$ cat config.mk
export PLATFORM = sky130hd
export DESIGN_NAME = collision_event_scorer
export DESIGN_NICKNAME = d
export VERILOG_FILES = /design/src/rtl/game_pkg.sv /design/src/rtl/frame_single_pulse.sv /design/src/rtl/collision_event_scorer.sv
export SDC_FILE = /design/constraint.sdc
export NUM_CORES = 1
export LEC_CHECK = 0
export ABC_AREA = 1
export CORE_ASPECT_RATIO = 1.25
export CORE_MARGIN = 5
export CORE_UTILIZATION = 50
export CTS_BUF_LIST = sky130_fd_sc_hd__clkbuf_8
export CTS_CLUSTER_SIZE = 14
export DETAILED_ROUTE_END_ITERATION = 6
export PLACE_DENSITY = 0.77
export SYNTH_ARGS = -nofsm -noshare
export SYNTH_HDL_FRONTEND = slang
export SYNTH_SLANG_ARGS = --single-unit
$ cat constraint.sdc
create_clock -name clk -period 4.75 [get_ports clk]
set_input_delay 0.95 -clock clk [delete_from_list [all_inputs] [get_ports clk]]
set_output_delay 0.95 -clock clk [all_outputs]
set_load 0.01 [all_outputs]
$ cat src/rtl/game_pkg.sv
// Shared game types and default constants for the collision event scorer.
package game_pkg;

    typedef enum logic [1:0] {
        PLAY      = 2'd0,
        COOLDOWN  = 2'd1,
        GAME_OVER = 2'd2
    } game_state_t;

    localparam int DEF_SCORE_W         = 16;
    localparam int DEF_POINTS_PER_KILL = 10;
    localparam int DEF_INIT_LIVES      = 3;
    localparam int DEF_COOLDOWN_FRAMES = 30;

    localparam int LIVES_W = 4;
    localparam int CD_W    = 8;

endpackage

$ cat src/rtl/frame_single_pulse.sv
// Flags the first cycle per frame in which a collision input is high.
// The start-of-frame cycle itself belongs to the new frame.
module frame_single_pulse (
    input  logic clk,
    input  logic resetN,
    input  logic startOfFrame,
    input  logic collision,
    output logic pulse
);

    logic seen;

    assign pulse = collision && (startOfFrame || !seen);

    always_ff @(posedge clk) begin
        if (!resetN) begin
            seen <= 1'b0;
        end else if (startOfFrame) begin
            seen <= collision;
        end else if (collision) begin
            seen <= 1'b1;
        end
    end

endmodule

$ cat src/rtl/collision_event_scorer.sv
// Turns per-pixel collisions into per-frame game events, score and lives.
// Define SCORE_SATURATE_EN to clamp the score instead of wrapping it.
module collision_event_scorer
    import game_pkg::*;
#(
    parameter int SCORE_W         = DEF_SCORE_W,
    parameter int POINTS_PER_KILL = DEF_POINTS_PER_KILL,
    parameter int INIT_LIVES      = DEF_INIT_LIVES,
    parameter int COOLDOWN_FRAMES = DEF_COOLDOWN_FRAMES
) (
    input  logic               clk,
    input  logic               resetN,
    input  logic               startOfFrame,
    input  logic               ShotBoxCollision,
    input  logic               TowerEnemyHUCollision,
    input  logic               ShotEnemyCollision,
    input  logic               restart,
    output logic               ShotBoxPulse,
    output logic               TowerHitPulse,
    output logic               EnemyKillPulse,
    output logic [SCORE_W-1:0] score,
    output logic [3:0]         lives,
    output logic               invulnerable,
    output logic               gameOver
);

    localparam logic [LIVES_W-1:0] LIVES_INIT = LIVES_W'(INIT_LIVES);
    localparam logic [CD_W-1:0]    CD_INIT    = CD_W'(COOLDOWN_FRAMES);

    game_state_t        state_q, state_d;
    logic [SCORE_W-1:0] score_q, score_d, score_inc;
    logic [LIVES_W-1:0] lives_q, lives_d;
    logic [CD_W-1:0]    cd_q, cd_d;
    logic               shot_p_d, tower_p_d, kill_p_d;
    logic               shot_ev, tower_ev, kill_ev;
    logic               restart_ok, flag_resetN;

    assign restart_ok  = (state_q == GAME_OVER) && restart;
    // Edge detectors share the synchronous reset path so a restart clears their flags.
    assign flag_resetN = resetN && !restart_ok;

    frame_single_pulse u_shot_box (
        .clk          (clk),
        .resetN       (flag_resetN),
        .startOfFrame (startOfFrame),
        .collision    (ShotBoxCollision),
        .pulse        (shot_ev)
    );

    frame_single_pulse u_tower (
        .clk          (clk),
        .resetN       (flag_resetN),
        .startOfFrame (startOfFrame),
        .collision    (TowerEnemyHUCollision),
        .pulse        (tower_ev)
    );

    frame_single_pulse u_kill (
        .clk          (clk),
        .resetN       (flag_resetN),
        .startOfFrame (startOfFrame),
        .collision    (ShotEnemyCollision),
        .pulse        (kill_ev)
    );

`ifdef SCORE_SATURATE_EN
    localparam logic [SCORE_W:0] POINTS_EXT = (SCORE_W + 1)'(POINTS_PER_KILL);
    logic [SCORE_W:0] score_sum;
    assign score_sum = {1'b0, score_q} + POINTS_EXT;
    assign score_inc = score_sum[SCORE_W] ? '1 : score_sum[SCORE_W-1:0];
`else
    localparam logic [SCORE_W-1:0] POINTS_VAL = SCORE_W'(POINTS_PER_KILL);
    assign score_inc = score_q + POINTS_VAL;
`endif

    always_comb begin
        state_d   = state_q;
        score_d   = score_q;
        lives_d   = lives_q;
        cd_d      = cd_q;
        shot_p_d  = 1'b0;
        tower_p_d = 1'b0;
        kill_p_d  = 1'b0;
        case (state_q)
            PLAY: begin
                shot_p_d = shot_ev;
                if (kill_ev) begin
                    kill_p_d = 1'b1;
                    score_d  = score_inc;
                end
                if (tower_ev) begin
                    tower_p_d = 1'b1;
                    lives_d   = lives_q - 4'd1;
                    if (lives_q <= 4'd1) begin
                        state_d = GAME_OVER;
                    end else begin
                        state_d = COOLDOWN;
                        cd_d    = CD_INIT;
                    end
                end
            end
            COOLDOWN: begin
                shot_p_d = shot_ev;
                if (kill_ev) begin
                    kill_p_d = 1'b1;
                    score_d  = score_inc;
                end
                if (startOfFrame) begin
                    if (cd_q <= 8'd1) begin
                        cd_d    = '0;
                        state_d = PLAY;
                    end else begin
                        cd_d = cd_q - 8'd1;
                    end
                end
            end
            GAME_OVER: begin
                if (restart) begin
                    state_d = PLAY;
                    score_d = '0;
                    lives_d = LIVES_INIT;
                    cd_d    = '0;
                end
            end
            default: state_d = PLAY;
        endcase
    end

    always_ff @(posedge clk) begin
        if (!resetN) begin
            state_q        <= PLAY;
            score_q        <= '0;
            lives_q        <= LIVES_INIT;
            cd_q           <= '0;
            ShotBoxPulse   <= 1'b0;
            TowerHitPulse  <= 1'b0;
            EnemyKillPulse <= 1'b0;
        end else begin
            state_q        <= state_d;
            score_q        <= score_d;
            lives_q        <= lives_d;
            cd_q           <= cd_d;
            ShotBoxPulse   <= shot_p_d;
            TowerHitPulse  <= tower_p_d;
            EnemyKillPulse <= kill_p_d;
        end
    end

    assign score        = score_q;
    assign lives        = lives_q;
    assign invulnerable = (state_q == COOLDOWN);
    assign gameOver     = (state_q == GAME_OVER);

endmodule
==> out/summary.txt <==
=========================================================================================
Hold bufs inserted after CTS ...............................................            0
Proportion of register bits with asynchronous set or reset after synthesis .            0
Number of levels in the clock H-tree .......................................            2
Number of pins exceeding their max-slew limit in the final report ..........            0
Post-cts sizing count ......................................................            0
Period utilisation layout ..................................................        0.548
Number of I/O pins .........................................................           32
Initial Util ...............................................................        0.507
Antenna diode count ........................................................            0
Largest driver fanout on the critical path .................................            7
Worst setup skew after layout ..............................................   0.00637 ns
Layout Nets ................................................................          354
Status ..................................................................... finished clean
Internal power summed over all cells .......................................   0.000782 W
Placer congestion estimate .................................................        0.802
Max frequency ..............................................................      384 MHz
Most common cell after layout, fill and taps aside ......................... sky130_fd_sc_hd__nand2_1
Highest layer used for signal routing ......................................         met4
Post-route DRC violation count .............................................            0
Die extent in y ............................................................      81.2 µm
Filler-free cell count of the finished design ..............................          396
Routed length on met3 ......................................................       167 µm
Data required time of the worst path .......................................      3.80 ns
Routed vias/inst ...........................................................         4.86
Clock tree from TritonCTS ..................................................        built
Core region area ...........................................................     4000 µm²
Maximum number of pins on one net before global-route repair ...............           14
Total routed wirelength ....................................................      4480 µm
Clock period minus final worst setup slack .................................      2.60 ns
Worst slew pin tran ........................................................     0.570 ns
Initial detailed-routing violation count ...................................           79
Power after layout .........................................................    0.00150 W
Setup Crit Path Kind .......................................................   reg -> out
Post-Route M1 WL ...........................................................      1980 µm
Logic gate share of total power ............................................        0.577
CP Launch Type .............................................................    flip-flop
Total iterations of the first detailed-routing run .........................            4
Post-detailed-placement half-perimeter wirelength ..........................      3430 µm
Worst Path Arrival .........................................................      1.65 ns
Max IR drop VDD ............................................................     0.291 mV
RSZ-0062 raised after global routing .......................................           no
Relative area change from synthesis to final layout ........................        21.1%
Sequential share of the synthesized area ...................................        0.345
Die outline area ...........................................................     5440 µm²
Max-capacitance violation count ............................................            0
Fraction of final layout cells with drive strength greater than 1 ..........       0.0941
Post-synth top flop ........................................................ sky130_fd_sc_hd__dfxtp_1
Mapped Cells ...............................................................          305
Length in cells of the worst reg-to-reg path ...............................           10
Number of clock sinks seen by CTS ..........................................           35
Sum of negative setup slack ................................................         0 ns
Total of buffers placed on input and output ports ..........................           30
Wire length per cell after detailed routing ................................      11.3 µm
Worst hold-check path type .................................................   reg -> reg
Seq pwr share ..............................................................        0.285
Layout fillers .............................................................          390
Max-slew headroom at the worst pin .........................................        0.619
Top library cells by usage in the layout, fill and taps aside .............. 74 x sky130_fd_sc_hd__nand2_1, 50 x sky130_fd_sc_hd__inv_1, 41 x sky130_fd_sc_hd__nor2_1
Site row count .............................................................           26
Post-synth EDFFs ...........................................................            0
Met2 wire length ...........................................................      2280 µm
Clk root buf ............................................................... sky130_fd_sc_hd__clkbuf_8
Total CTS buffers ..........................................................            5
Power per cell area ........................................................   610 nW/µm²
Final count of negative-setup-slack endpoints ..............................            0
Max Buffers Root-to-Sink ...................................................            2
Avg Cell Area, Syn .........................................................     6.65 µm²
Inst Count DP ..............................................................          388
Routed vias ................................................................         1925
Hold Path Cell Cnt .........................................................            1
Count of unique library cells instantiated by Yosys ........................           29
Worst slack at placement ...................................................      2.04 ns
Die X-Extent ...............................................................      67.0 µm
NetSw ......................................................................   0.000717 W
Leak Pwr ...................................................................      1.12 nW
Part of the total power dissipated in the clock network ....................        0.138
Layout Utilization .........................................................        0.614
Yosys warns ................................................................            0
Syn Std Cell Area ..........................................................     2030 µm²
Congestion Overflow GR .....................................................            0
Clock network latency to the later pin of the worst-skew pair ..............      0.29 ns
Number of endpoints with negative hold slack in the final report ...........            0
Via count of the first global-routing pass .................................         1766
Sw frac ....................................................................        0.478
Net count after synthesis ..................................................          320
FF+latch count, synth ......................................................           35
Total global-route track usage .............................................        0.181
Clock-pin transition on the worst setup and hold timing paths ..............      0.07 ns
Antenna violations before repair ...........................................            0
Kind of capture point of the worst setup path ..............................  output port
Wire length of the first global-routing pass ...............................      7620 µm
Count of buffers added by post-CTS timing repair for setup .................            0
Setup WS post-layout .......................................................      2.15 ns
Final ANT Viol Nets ........................................................            0
=========================================================================================
## Yosys cell counts, drive strengths merged (3+ instances only)
cell type	count	area [µm²]
buf	3	23.8
xor2	3	26.3
nand2	80	320
inv	55	211
nand4	6	37.5
nor3	5	25.0
o21ai	15	75.1
ha	8	100
nand3	13	65.1
a21oi	26	149
nor2	49	243
dfxtp	35	701
## cell type report
class	instances	area [µm²]	share of cell area
clock inverter	3	12.5	0.00509
clock buffer	5	68.8	0.0280
multi-input combinational	212	1090	0.445
sequential	35	701	0.285
inverter	55	211	0.0860
tap	56	70.1	0.0285
timing repair buffer	30	300	0.122
## sequential cells by signal, indices dropped and copies added, names as in the netlist
register	count
score	15
cd_q	8
lives	4
state_q	2
EnemyKillPulse	1
ShotBoxPulse	1
TowerHitPulse	1
u_kill.seen	1
u_shot_box.seen	1
u_tower.seen	1
## worst max-delay path: stages (launching register included)
cell,delay (ns)
sky130_fd_sc_hd__dfxtp_1,0.33
sky130_fd_sc_hd__inv_1,0.08
sky130_fd_sc_hd__ha_1,0.36
sky130_fd_sc_hd__clkdlybuf4s50_1,0.60
## kinds of logic (layout without fill, tap and decap cells)
| logic type | after synthesis | after routing | synth area share |
|---|---|---|---|
| XOR/XNOR | 3 | 3 | 0.0129 |
| adder cells (fa/ha/maj) | 8 | 8 | 0.0493 |
| flip-flops | 35 | 35 | 0.345 |
| AO/OA/AOI/OAI | 45 | 45 | 0.125 |
| other | 1 | 1 | 0.00185 |
| AND/OR/NAND/NOR | 155 | 155 | 0.350 |
| buffers and inverters | 58 | 93 | 0.116 |
## metrics by stage
step	hold WS (ns)	instance area, µm²
after CTS	0.447	2460
after detailed placement	0.437	2380
after global placement	0.423	2380
after floorplan	0.403	2030
after global routing	0.477	2460
final	0.454	2460
## per-layer routing
metal	vias up	track usage
li1	1018	-
met4	0	0.0527
met2	27	0.313
met1	873	0.222
met3	7	0.0429
met5	-	0
## power by group through the flow
stage	logic [W]	clock network, W	registers, W
3_5_place_dp	0.000871	0	0.000433
6_report	0.000865	0.000207	0.000427
4_1_cts	0.000874	0.000214	0.000427
3_3_place_gp	0.000856	0	0.000433
2_1_floorplan	0.000652	0	0.000435
5_1_grt	0.000990	0.000224	0.000438
## path summary, 6_finish.rpt
kind	end	startpoint	slack (ns)
worst min-delay path	ShotBoxPulse	u_shot_box.seen	0.45
worst max-delay path	gameOver	state_q[0]	2.15
worst max register to register	cd_q[4]	state_q[0]	2.91
worst min register to register	ShotBoxPulse	u_shot_box.seen	0.45
Power figures use the tool's default switching activity.
